### src/rtl/axi_slave_wr_arbiter.sv
// ---------------------------------------------------------------------------
// axi_slave_wr_arbiter
// Write-path arbiter in front of one NoC slave port. NUM_M masters share the
// slave AW/W channels. AW requests are arbitrated round-robin. A grant queue
// records the order of accepted AWs, and W bursts are forwarded strictly in
// that order. The forwarded AWID carries the master index in its upper bits
// so the B-routing block can return responses.
//
// Handshake semantics (every channel, both sides): a beat transfers on a
// rising ACLK edge where VALID and READY are both high. In this block READY
// is a combinational pass-through of the opposite side's READY, gated by the
// current grant (AW) or by the queue head (W). VALID is never gated by READY.
// ---------------------------------------------------------------------------
module axi_slave_wr_arbiter #(
   parameter int NUM_M    = 4,
   parameter int ID_W     = 4,
   parameter int ADDR_W   = 32,
   parameter int DATA_W   = 32,
   parameter int WQ_DEPTH = 4,
   localparam int IDX_W   = (NUM_M > 1) ? $clog2(NUM_M) : 1,
   localparam int STRB_W  = DATA_W / 8,
   localparam int CNT_W   = $clog2(WQ_DEPTH + 1)
) (
   input  logic                       ACLK,
   input  logic                       ARESET,
   // master-side AW
   input  logic [NUM_M-1:0]           M_AWVALID,
   output logic [NUM_M-1:0]           M_AWREADY,
   input  logic [NUM_M*ID_W-1:0]      M_AWID,
   input  logic [NUM_M*ADDR_W-1:0]    M_AWADDR,
   input  logic [NUM_M*8-1:0]         M_AWLEN,
   // master-side W
   input  logic [NUM_M-1:0]           M_WVALID,
   output logic [NUM_M-1:0]           M_WREADY,
   input  logic [NUM_M*DATA_W-1:0]    M_WDATA,
   input  logic [NUM_M*STRB_W-1:0]    M_WSTRB,
   input  logic [NUM_M-1:0]           M_WLAST,
   // slave-side AW
   output logic                       S_AWVALID,
   input  logic                       S_AWREADY,
   output logic [IDX_W+ID_W-1:0]      S_AWID,
   output logic [ADDR_W-1:0]          S_AWADDR,
   output logic [7:0]                 S_AWLEN,
   // slave-side W
   output logic                       S_WVALID,
   input  logic                       S_WREADY,
   output logic [DATA_W-1:0]          S_WDATA,
   output logic [STRB_W-1:0]          S_WSTRB,
   output logic                       S_WLAST,
   // status
   output logic [CNT_W-1:0]           wq_count,
   output logic                       aw_drop_err,
   output logic                       o_dbg_state
);

   localparam int PTR_W = (WQ_DEPTH > 1) ? $clog2(WQ_DEPTH) : 1;
   localparam logic [CNT_W-1:0] FULL_CNT = CNT_W'(WQ_DEPTH);
   localparam logic [PTR_W-1:0] LAST_PTR = PTR_W'(WQ_DEPTH - 1);
   localparam logic [IDX_W-1:0] LAST_IDX = IDX_W'(NUM_M - 1);

   typedef enum logic [0:0] {
      ST_IDLE  = 1'b0,
      ST_GRANT = 1'b1
   } state_t;

   // AW arbitration state
   state_t             r_state;
   logic [IDX_W-1:0]   r_grant;
   logic [IDX_W-1:0]   r_rr_ptr;
   logic               r_drop_err;

   // grant queue: master index per accepted AW, in acceptance order
   logic [IDX_W-1:0]   r_q [WQ_DEPTH];
   logic [PTR_W-1:0]   r_head;
   logic [PTR_W-1:0]   r_tail;
   logic [CNT_W-1:0]   r_count;

   // per-master views of the packed input buses
   logic [ID_W-1:0]    w_awid   [NUM_M];
   logic [ADDR_W-1:0]  w_awaddr [NUM_M];
   logic [7:0]         w_awlen  [NUM_M];
   logic [DATA_W-1:0]  w_wdata  [NUM_M];
   logic [STRB_W-1:0]  w_wstrb  [NUM_M];

   logic               w_any_req;
   logic [IDX_W-1:0]   w_pick;
   logic [IDX_W-1:0]   w_cand;
   logic               w_in_grant;
   logic               w_gvalid;
   logic               w_aw_hs;
   logic               w_q_full;
   logic               w_q_empty;
   logic [IDX_W-1:0]   w_head_idx;
   logic               w_pop;

   for (genvar gi = 0; gi < NUM_M; gi++) begin : g_unpack
      assign w_awid[gi]   = M_AWID[gi*ID_W +: ID_W];
      assign w_awaddr[gi] = M_AWADDR[gi*ADDR_W +: ADDR_W];
      assign w_awlen[gi]  = M_AWLEN[gi*8 +: 8];
      assign w_wdata[gi]  = M_WDATA[gi*DATA_W +: DATA_W];
      assign w_wstrb[gi]  = M_WSTRB[gi*STRB_W +: STRB_W];
   end

   function automatic logic [PTR_W-1:0] ptr_inc(input logic [PTR_W-1:0] p);
      return (p == LAST_PTR) ? '0 : p + 1'b1;
   endfunction

   assign w_in_grant = (r_state == ST_GRANT);
   assign w_gvalid   = M_AWVALID[r_grant];
   assign w_aw_hs    = w_in_grant && w_gvalid && S_AWREADY;
   assign w_q_full   = (r_count == FULL_CNT);
   assign w_q_empty  = (r_count == '0);
   assign w_head_idx = r_q[r_head];
   assign w_pop      = S_WVALID && S_WREADY && S_WLAST;

   // Round-robin scan: first requester at or after r_rr_ptr, wrapping.
   always_comb begin
      w_any_req = 1'b0;
      w_pick    = '0;
      w_cand    = '0;
      for (int k = 0; k < NUM_M; k++) begin
         w_cand = IDX_W'((int'(r_rr_ptr) + k) % NUM_M);
         if (!w_any_req && M_AWVALID[w_cand]) begin
            w_any_req = 1'b1;
            w_pick    = w_cand;
         end
      end
   end

   // AW FSM: IDLE registers a grant, GRANT waits for handshake or a drop.
   always_ff @(posedge ACLK) begin
      if (ARESET) begin
         r_state    <= ST_IDLE;
         r_grant    <= '0;
         r_rr_ptr   <= '0;
         r_drop_err <= 1'b0;
      end else begin
         r_drop_err <= 1'b0;
         case (r_state)
            ST_IDLE: begin
               // Only one grant is ever outstanding, so a non-full queue
               // always has room for the push that ends this grant.
               if (w_any_req && !w_q_full) begin
                  r_grant <= w_pick;
                  r_state <= ST_GRANT;
               end
            end
            ST_GRANT: begin
               if (w_aw_hs) begin
                  r_rr_ptr <= (r_grant == LAST_IDX) ? '0 : r_grant + 1'b1;
                  r_state  <= ST_IDLE;
               end else if (!w_gvalid) begin
                  // Master withdrew its request; fairness pointer stays put.
                  r_drop_err <= 1'b1;
                  r_state    <= ST_IDLE;
               end
            end
            default: r_state <= ST_IDLE;
         endcase
      end
   end

   // Grant queue: push on AW handshake, pop on the last W beat of the head.
   always_ff @(posedge ACLK) begin
      if (ARESET) begin
         r_head  <= '0;
         r_tail  <= '0;
         r_count <= '0;
         for (int i = 0; i < WQ_DEPTH; i++) begin
            r_q[i] <= '0;
         end
      end else begin
         if (w_aw_hs) begin
            r_q[r_tail] <= r_grant;
            r_tail      <= ptr_inc(r_tail);
         end
         if (w_pop) begin
            r_head <= ptr_inc(r_head);
         end
         if (w_aw_hs && !w_pop) begin
            r_count <= r_count + 1'b1;
         end else if (w_pop && !w_aw_hs) begin
            r_count <= r_count - 1'b1;
         end
      end
   end

   // Slave AW channel: driven from the granted master only while in GRANT.
   always_comb begin
      S_AWVALID = 1'b0;
      S_AWID    = '0;
      S_AWADDR  = '0;
      S_AWLEN   = '0;
      M_AWREADY = '0;
      if (w_in_grant) begin
         S_AWVALID          = w_gvalid;
         S_AWID             = {r_grant, w_awid[r_grant]};
         S_AWADDR           = w_awaddr[r_grant];
         S_AWLEN            = w_awlen[r_grant];
         M_AWREADY[r_grant] = S_AWREADY;
      end
   end

   // Slave W channel: driven from the queue-head master; W data whose AW is
   // not yet queued sees WREADY low and is held off.
   always_comb begin
      S_WVALID = 1'b0;
      S_WDATA  = '0;
      S_WSTRB  = '0;
      S_WLAST  = 1'b0;
      M_WREADY = '0;
      if (!w_q_empty) begin
         S_WVALID             = M_WVALID[w_head_idx];
         S_WDATA              = w_wdata[w_head_idx];
         S_WSTRB              = w_wstrb[w_head_idx];
         S_WLAST              = M_WLAST[w_head_idx];
         M_WREADY[w_head_idx] = S_WREADY;
      end
   end

   assign wq_count    = r_count;
   assign aw_drop_err = r_drop_err;
   assign o_dbg_state = r_state;

endmodule

### config.mk
export PLATFORM = sky130hd
export DESIGN_NAME = axi_slave_wr_arbiter
export DESIGN_NICKNAME = d
export VERILOG_FILES = /design/src/rtl/axi_slave_wr_arbiter.sv
export SDC_FILE = /design/constraint.sdc
export NUM_CORES = 1
export LEC_CHECK = 0
export CAP_MARGIN = 20
export CORE_AREA = 5 5 167 169
export DETAILED_ROUTE_END_ITERATION = 10
export DIE_AREA = 0 0 172 174
export PLACE_DENSITY = 0.56
export SYNTH_ARGS = -nofsm -noshare
export SYNTH_HDL_FRONTEND = slang
export SYNTH_SLANG_ARGS = --single-unit
### constraint.sdc
create_clock -name ACLK -period 2.83 [get_ports ACLK]
set_input_delay 0.283 -clock ACLK [delete_from_list [all_inputs] [get_ports ACLK]]
set_output_delay 0.283 -clock ACLK [all_outputs]
set_load 0.005 [all_outputs]
==> Word level (Yosys, flattened, before mapping) <==
Memory sizes are Yosys's and may differ from the RTL's. A register that Yosys moved wholly into a read port is not among the register bits.
Cells that the tools add are included.
{ "classes": {"n_addsub": 8, "multipliers": 0, "n_div": 0, "n_lt_le_gt_ge": 10, "eq_ne": 4, "n_shift": 0, "n_mux": 71, "n_bitwise": 5, "n_reduce_logical": 24} }
{ "op_table": {"columns": ["operator", "count"], "rows": [
  ["2-to-1 mux 32 bit", 6],
  ["binary-select mux 32 bit (select 2 bit)", 2],
  ["2-to-1 mux 4 bit", 7],
  ["2-to-1 mux 1 bit", 26],
  ["2-to-1 mux 8 bit", 3],
  ["2-to-1 mux 2 bit", 11],
  ["< comparator 2 x 3 -> 1 bit, second input constant", 6],
  ["binary-select mux 4 bit (select 2 bit)", 2],
  ["binary-select mux 8 bit (select 2 bit)", 1],
  ["binary-select mux 1 bit (select 2 bit)", 7],
  ["logical AND 1 bit", 12],
  ["adder 2 x 1 -> 2 bit, second input constant", 4],
  ["bitwise AND 4 bit", 2],
  ["equality test 2 bit, second input constant", 3],
  ["greater-or-equal comparator 3 bit, second input constant", 2],
  ["zero test 1 bit", 6],
  ["2-to-1 mux 3 bit", 2],
  ["2-to-1 mux 6 bit", 1],
  ["inverter 2 -> 3 bit", 2],
  ["adder 2 bit, second input constant", 2],
  ["demux 1 bit (select 2 bit)", 2],
  ["greater-or-equal comparator 2 x 1 -> 1 bit, second input constant", 2],
  ["AND reduction 2 bit", 2],
  ["adder 3 x 1 -> 3 bit, second input constant", 1],
  ["other kinds (8)", 8]
]} }
{ "totals": {"regBits": 13, "latch_bits": 0, "ram_bits": 8, "mem_bits_ro": 0, "inputBits": 336, "output_inout_bits": 98, "n_memories": 1} }
{ "memory_table": {"columns": ["memory", "depth", "word_bits", "rd", "rd_clocked_by_memory_dff", "write_ports", "line", "rtl"], "rows": [
  ["r_q", 4, 2, 1, 1, 4, "73", "logic [IDX_W-1:0] r_q [WQ_DEPTH];"]
]} }

==> Depth between registers and ports, before layout <==
{ "logic_depth": {"ltp_word": 15, "ltp_mapped": 11, "depth_no_buf": 10} }

==> Worst setup path after synthesis <==
OpenSTA, ideal clock, no wires.
{ "synth_timing": {"path_type": "register -> register", "start": "register with a tool-made name", "end": "register r_count[2], in the netlist wq_count[2]", "setup_ps": 71, "arrival_ps": 2805, "required_ps": 2759, "path_slack_ps": -45, "stages_incl_launch_ff": 12, "n_path_buf": 2, "period_less_slack_ps": 2875, "cell_sequence": "dfxtp_1 mux4_2 buf_6 buf_12 mux2i_1 o32a_1 ha_1 inv_1 fa_1 xor2_1 or3_1 a21oi_1"} }
{ "synth_rtl": {"columns": ["element", "line", "rtl"], "rows": [
  ["end signal: assignment", "181", "r_count <= r_count + 1'b1;"],
  ["end signal: assignment", "183", "r_count <= r_count - 1'b1;"],
  ["end: declaration", "76", "logic [CNT_W-1:0] r_count;"]
]} }

==> results <==
[logic make-up after synthesis]
group | Yosys count | synth area share
adders and majority gates | 8 | 0.0285
AOI/OAI and AO/OA | 23 | 0.0371
buffers and inverters | 41 | 0.0540
xor gates and xnor gates | 2 | 0.00464
muxes | 93 | 0.527
DFF | 23 | 0.143
and+or+nand+nor | 138 | 0.206
[layout by cell type (no fill, tap or decap), types with 4 or more instances in the layout]
cell / instances
ha_1: 6
mux4_2: 79
nor3_1: 4
dlymetal6s2s_1: 14
and3_1: 4
clkdlybuf4s50_1: 398
a21oi_1: 11
edfxtp_1: 8
buf_4: 23
mux2i_1: 5
nor2_1: 19
mux4_1: 4
nand2_1: 14
and2_1: 83
dfxtp_1: 12
dlygate4sd2_1: 21
inv_1: 7
[synthesized netlist by cell type, drive strengths merged]
library cell  instances
inv                   8
mux2i                 6
edfxtp                8
o211ai                1
nor4                  3
nand2b                3
clkbuf               19
nand3b                2
buf                  14
mux2                  4
mux4                 83
or3                   2
nor3                  4
nor3b                 1
ha                    7
a21oi                11
and2                 83
nand3                 2
o21a                  1
nor2                 19
and3                  4
nand2                14
o221ai                1
xor2                  2
o32a                  1
o21ai                 3
o31ai                 1
a211oi                3
dfxtp                15
nor2b                 1
a31oi                 1
fa                    1
[worst min path at each step]
| stage | startpoint | end | slack, ps | depth (start not counted) |
|---|---|---|---|---|
| after floorplan | ARESET | aw_drop_err$_SDFF_PP0_ | 360 | 1 |
| after CTS | r_head[1]$_SDFFE_PP0P_ | flip-flop | 530 | 2 |
| after global placement | r_head[1]$_SDFFE_PP0P_ | r_head[1]$_SDFFE_PP0P_ | 510 | 2 |
| after global routing | r_rr_ptr[1]$_SDFFE_PP0P_ | r_rr_ptr[1]$_SDFFE_PP0P_ | 560 | 2 |
| final | r_head[1]$_SDFFE_PP0P_ | flip-flop | 530 | 2 |
| after detailed placement | r_head[1]$_SDFFE_PP0P_ | r_head[1]$_SDFFE_PP0P_ | 520 | 2 |
[repair_timing]
action / 4_1_cts / 5_1_grt
buffers inserted: 4 / 0
gates cloned: 1 / 0
hold buffers: 0 / 0
resized for setup: 29 / 17
pin swaps: 1 / 2
endpoints found under the setup margin: 32 / 17
[metrics by stage]
step | setup TNS [ps] | instances | cell area [µm²]
global placement | 0 | 1093 | 8570
floorplan | 0 | 328 | 3790
finish | 0 | 1102 | 8760
CTS | -26.7 | 1102 | 8710
detailed placement | -12.2 | 1093 | 8570
global route | -144 | 1102 | 8760
[power groups by stage]
stage,combinational (mW),sequential [mW],clock [mW]
6_report,1.67,0.377,0.306
5_1_grt,1.79,0.380,0.324
4_1_cts,1.73,0.377,0.315
3_5_place_dp,1.73,0.384,0
3_3_place_gp,1.74,0.384,0
2_1_floorplan,0.662,0.386,0
[final cells by class]
cell class,instances,area (µm²)
clock buffer,3,75.1
clock inverter,1,5.00
fill,2751,17700
inverter,8,30.0
multi-input combinational,264,3050
sequential,23,549
tap,341,427
timing repair buffer,462,4620
[metal layers]
layer	global-route usage	vias up	wire length, µm
met5	0	-	13
met4	0.0197	2	172
met3	0.0439	10	2530
met2	0.283	273	12700
met1	0.136	2200	7450
li1	-	2146	-
[sequential cells by signal, indices dropped and copies added (netlist names), named ones only]
signal / cells
aw_drop_err: 1
o_dbg_state: 1
r_grant: 2
r_head: 2
r_q: 8
r_rr_ptr: 2
r_tail: 2
wq_count: 3
[worst register-to-register path: cells and delay by family, from the launching register on]
family | cells | cell delay (ps)
muxes | 2 | 790
buffers and inverters | 2 | 200
AOI/OAI and AO/OA | 2 | 280
adders and majority gates | 2 | 530
DFF | 1 | 380
xor gates and xnor gates | 1 | 170
and+or+nand+nor | 2 | 380
==> impl_summary.log <==
[metrics] sequential cell fraction of total power: 0.160
[metrics] Finished Core Util: 0.331
[metrics] RSZ-0062 raised after global routing: true
[metrics] Switching Share: 0.296
[metrics] total standard cell area after synthesis: 3780 µm²
[metrics] capturing point of the worst reg2reg path: wq_count[2]$_SDFFE_PP0P_
[metrics] Initial DRC Count: 110
[metrics] run status: completed
[metrics] maximum count of clock buffers along a single path: 2
[metrics] Yosys warning total: 0
[metrics] vias post-DR: 4631
[metrics] register area share after synthesis: 0.143
[metrics] tightest slew margin relative to the limit: 0.578
[metrics] number of routed nets with antenna violations: 0
[metrics] total routed wirelength: 22900 µm
[metrics] Critical Path Stages: 6
[metrics] number of nets in the layout: 1106
[metrics] origin of the worst setup path: r_q[3][0]$_DFFE_PP_
[metrics] crit-path cells: mux4_2, buf_6, buf_4, mux4_2, and2_1, clkdlybuf4s50_1
[metrics] Ports: 434
[metrics] total of endpoints with negative setup slack in the final report: 0
[metrics] Crit path buffers/inverters: 3
[metrics] net switching power of the design: approximately 0.7 mW
[metrics] average wire per cell in the routed design: between 20 and 25 µm
[metrics] dominant cell type by area after synthesis: mux4_2
[metrics] Cell Pwr Density: 269 nW/µm²
[metrics] detailed-route vias per instance: approximately 4.2
[metrics] smallest setup slack after layout: 0.0606 ps
[metrics] Pwr Total: about 2.4 mW
[metrics] launch instance of the worst register-to-register path: r_q[3][0]$_DFFE_PP_
[metrics] vias in the first global route: 4944
[metrics] initial antenna violation count: 1
[metrics] worst min-delay path category: flip-flop to flip-flop
[metrics] clock tree from TritonCTS: done
[metrics] CP max stage delay: approximately 510 ps
[metrics] worst setup timing slack at the placement stage: -8.13 ps
[metrics] Clock Pin Slew Worst Setup and Hold Paths: 60 ps
[metrics] net count after synthesis: 672
[metrics] Distinct cells, synth: 38
[metrics] minimum period implied by the final worst setup slack: ~2800 ps
[metrics] clock tree skew after final layout: ~1.6 ps
[metrics] all-layer global routing usage: 0.139
[metrics] internal cell power: 1.66 mW
[metrics] slew of the pin with the lowest slew margin: about 630 ps
[metrics] Clk Tree Root Cell: clkbuf_16
[metrics] initial cell density of the core: 0.143
[metrics] Slowest-stage cell, CP: mux4_2
[metrics] clock net sink count: 23
[metrics] number of design rule violations left after detail routing: 0
[metrics] synthesis-stage register bit count: 23
[metrics] FP Rows: 60
[metrics] share of cells above drive strength 1: 0.162
[metrics] VDD IR-drop max: between 0.2 and 0.25 mV
[metrics] post-synthesis area per instance: 11.5 µm²
[metrics] total grt overflow: 0
[metrics] leakage power total: between 3 and 4 nW
[metrics] worst endpoint required time: 2550 ps
[metrics] number of search-and-repair iterations in the first detailed-routing pass: 4
[metrics] max-cap violations: 0
[metrics] Port-buffer cells: 433
[metrics] worst r2r path cells: 11
[metrics] number of hold violations in the final report: 0
[metrics] HPWL after DPL: approximately 20000 µm
[metrics] clock latency of the later-clocked register in the worst-skew pair: between 200 and 300 ps
[metrics] number of buffers inserted during clock tree synthesis: 3
[metrics] top-area cell type share of the netlist area: 0.471
[metrics] core region area: 26400 µm²
[metrics] Period Utilization, post-route: 1.00
[metrics] largest fanout on the critical path: 7
[metrics] Die Outline Area: 29900 µm²
[metrics] FMAX: between 300 and 400 MHz
[metrics] Worst Hold Margin: 529 ps
[metrics] largest net degree at the start of global routing: 55
[metrics] part of the total power dissipated in combinational logic: 0.710
[metrics] element type at the critical path start: flip-flop
[metrics] DIE WIDTH: 172 µm
[metrics] Crit path top cell by count: mux4_2
[metrics] Max H-tree Level: 1
[metrics] setup slack of the worst register-to-register path: 40 ps
[metrics] area growth from synthesis to final layout: 132%
[metrics] top cells by area in the synthesized netlist: mux4_2 47%, and2_1 14%, dfxtp_1 7.9%, edfxtp_1 6.4%, mux4_1 2.8%
[metrics] Critical path destination: S_WDATA[18]
[metrics] RD Place Congestion: 0.808
[metrics] number of standard cells after synthesis: 328
[metrics] critical path type: flip-flop to primary output
[metrics] family of cells with the greatest summed delay on the critical path: multiplexers
[metrics] vertical extent of the die: about 170 µm
[metrics] share of total power in the clock network: 0.130
[metrics] global-route wire length before repair: 31400 µm
[metrics] Max Transition Viols Final: 0
[metrics] n_diodes: 0
[metrics] arrival time at the worst endpoint: 2550 ps
[metrics] crit end category: primary output
Note: power is estimated with default switching activity, not from simulation.
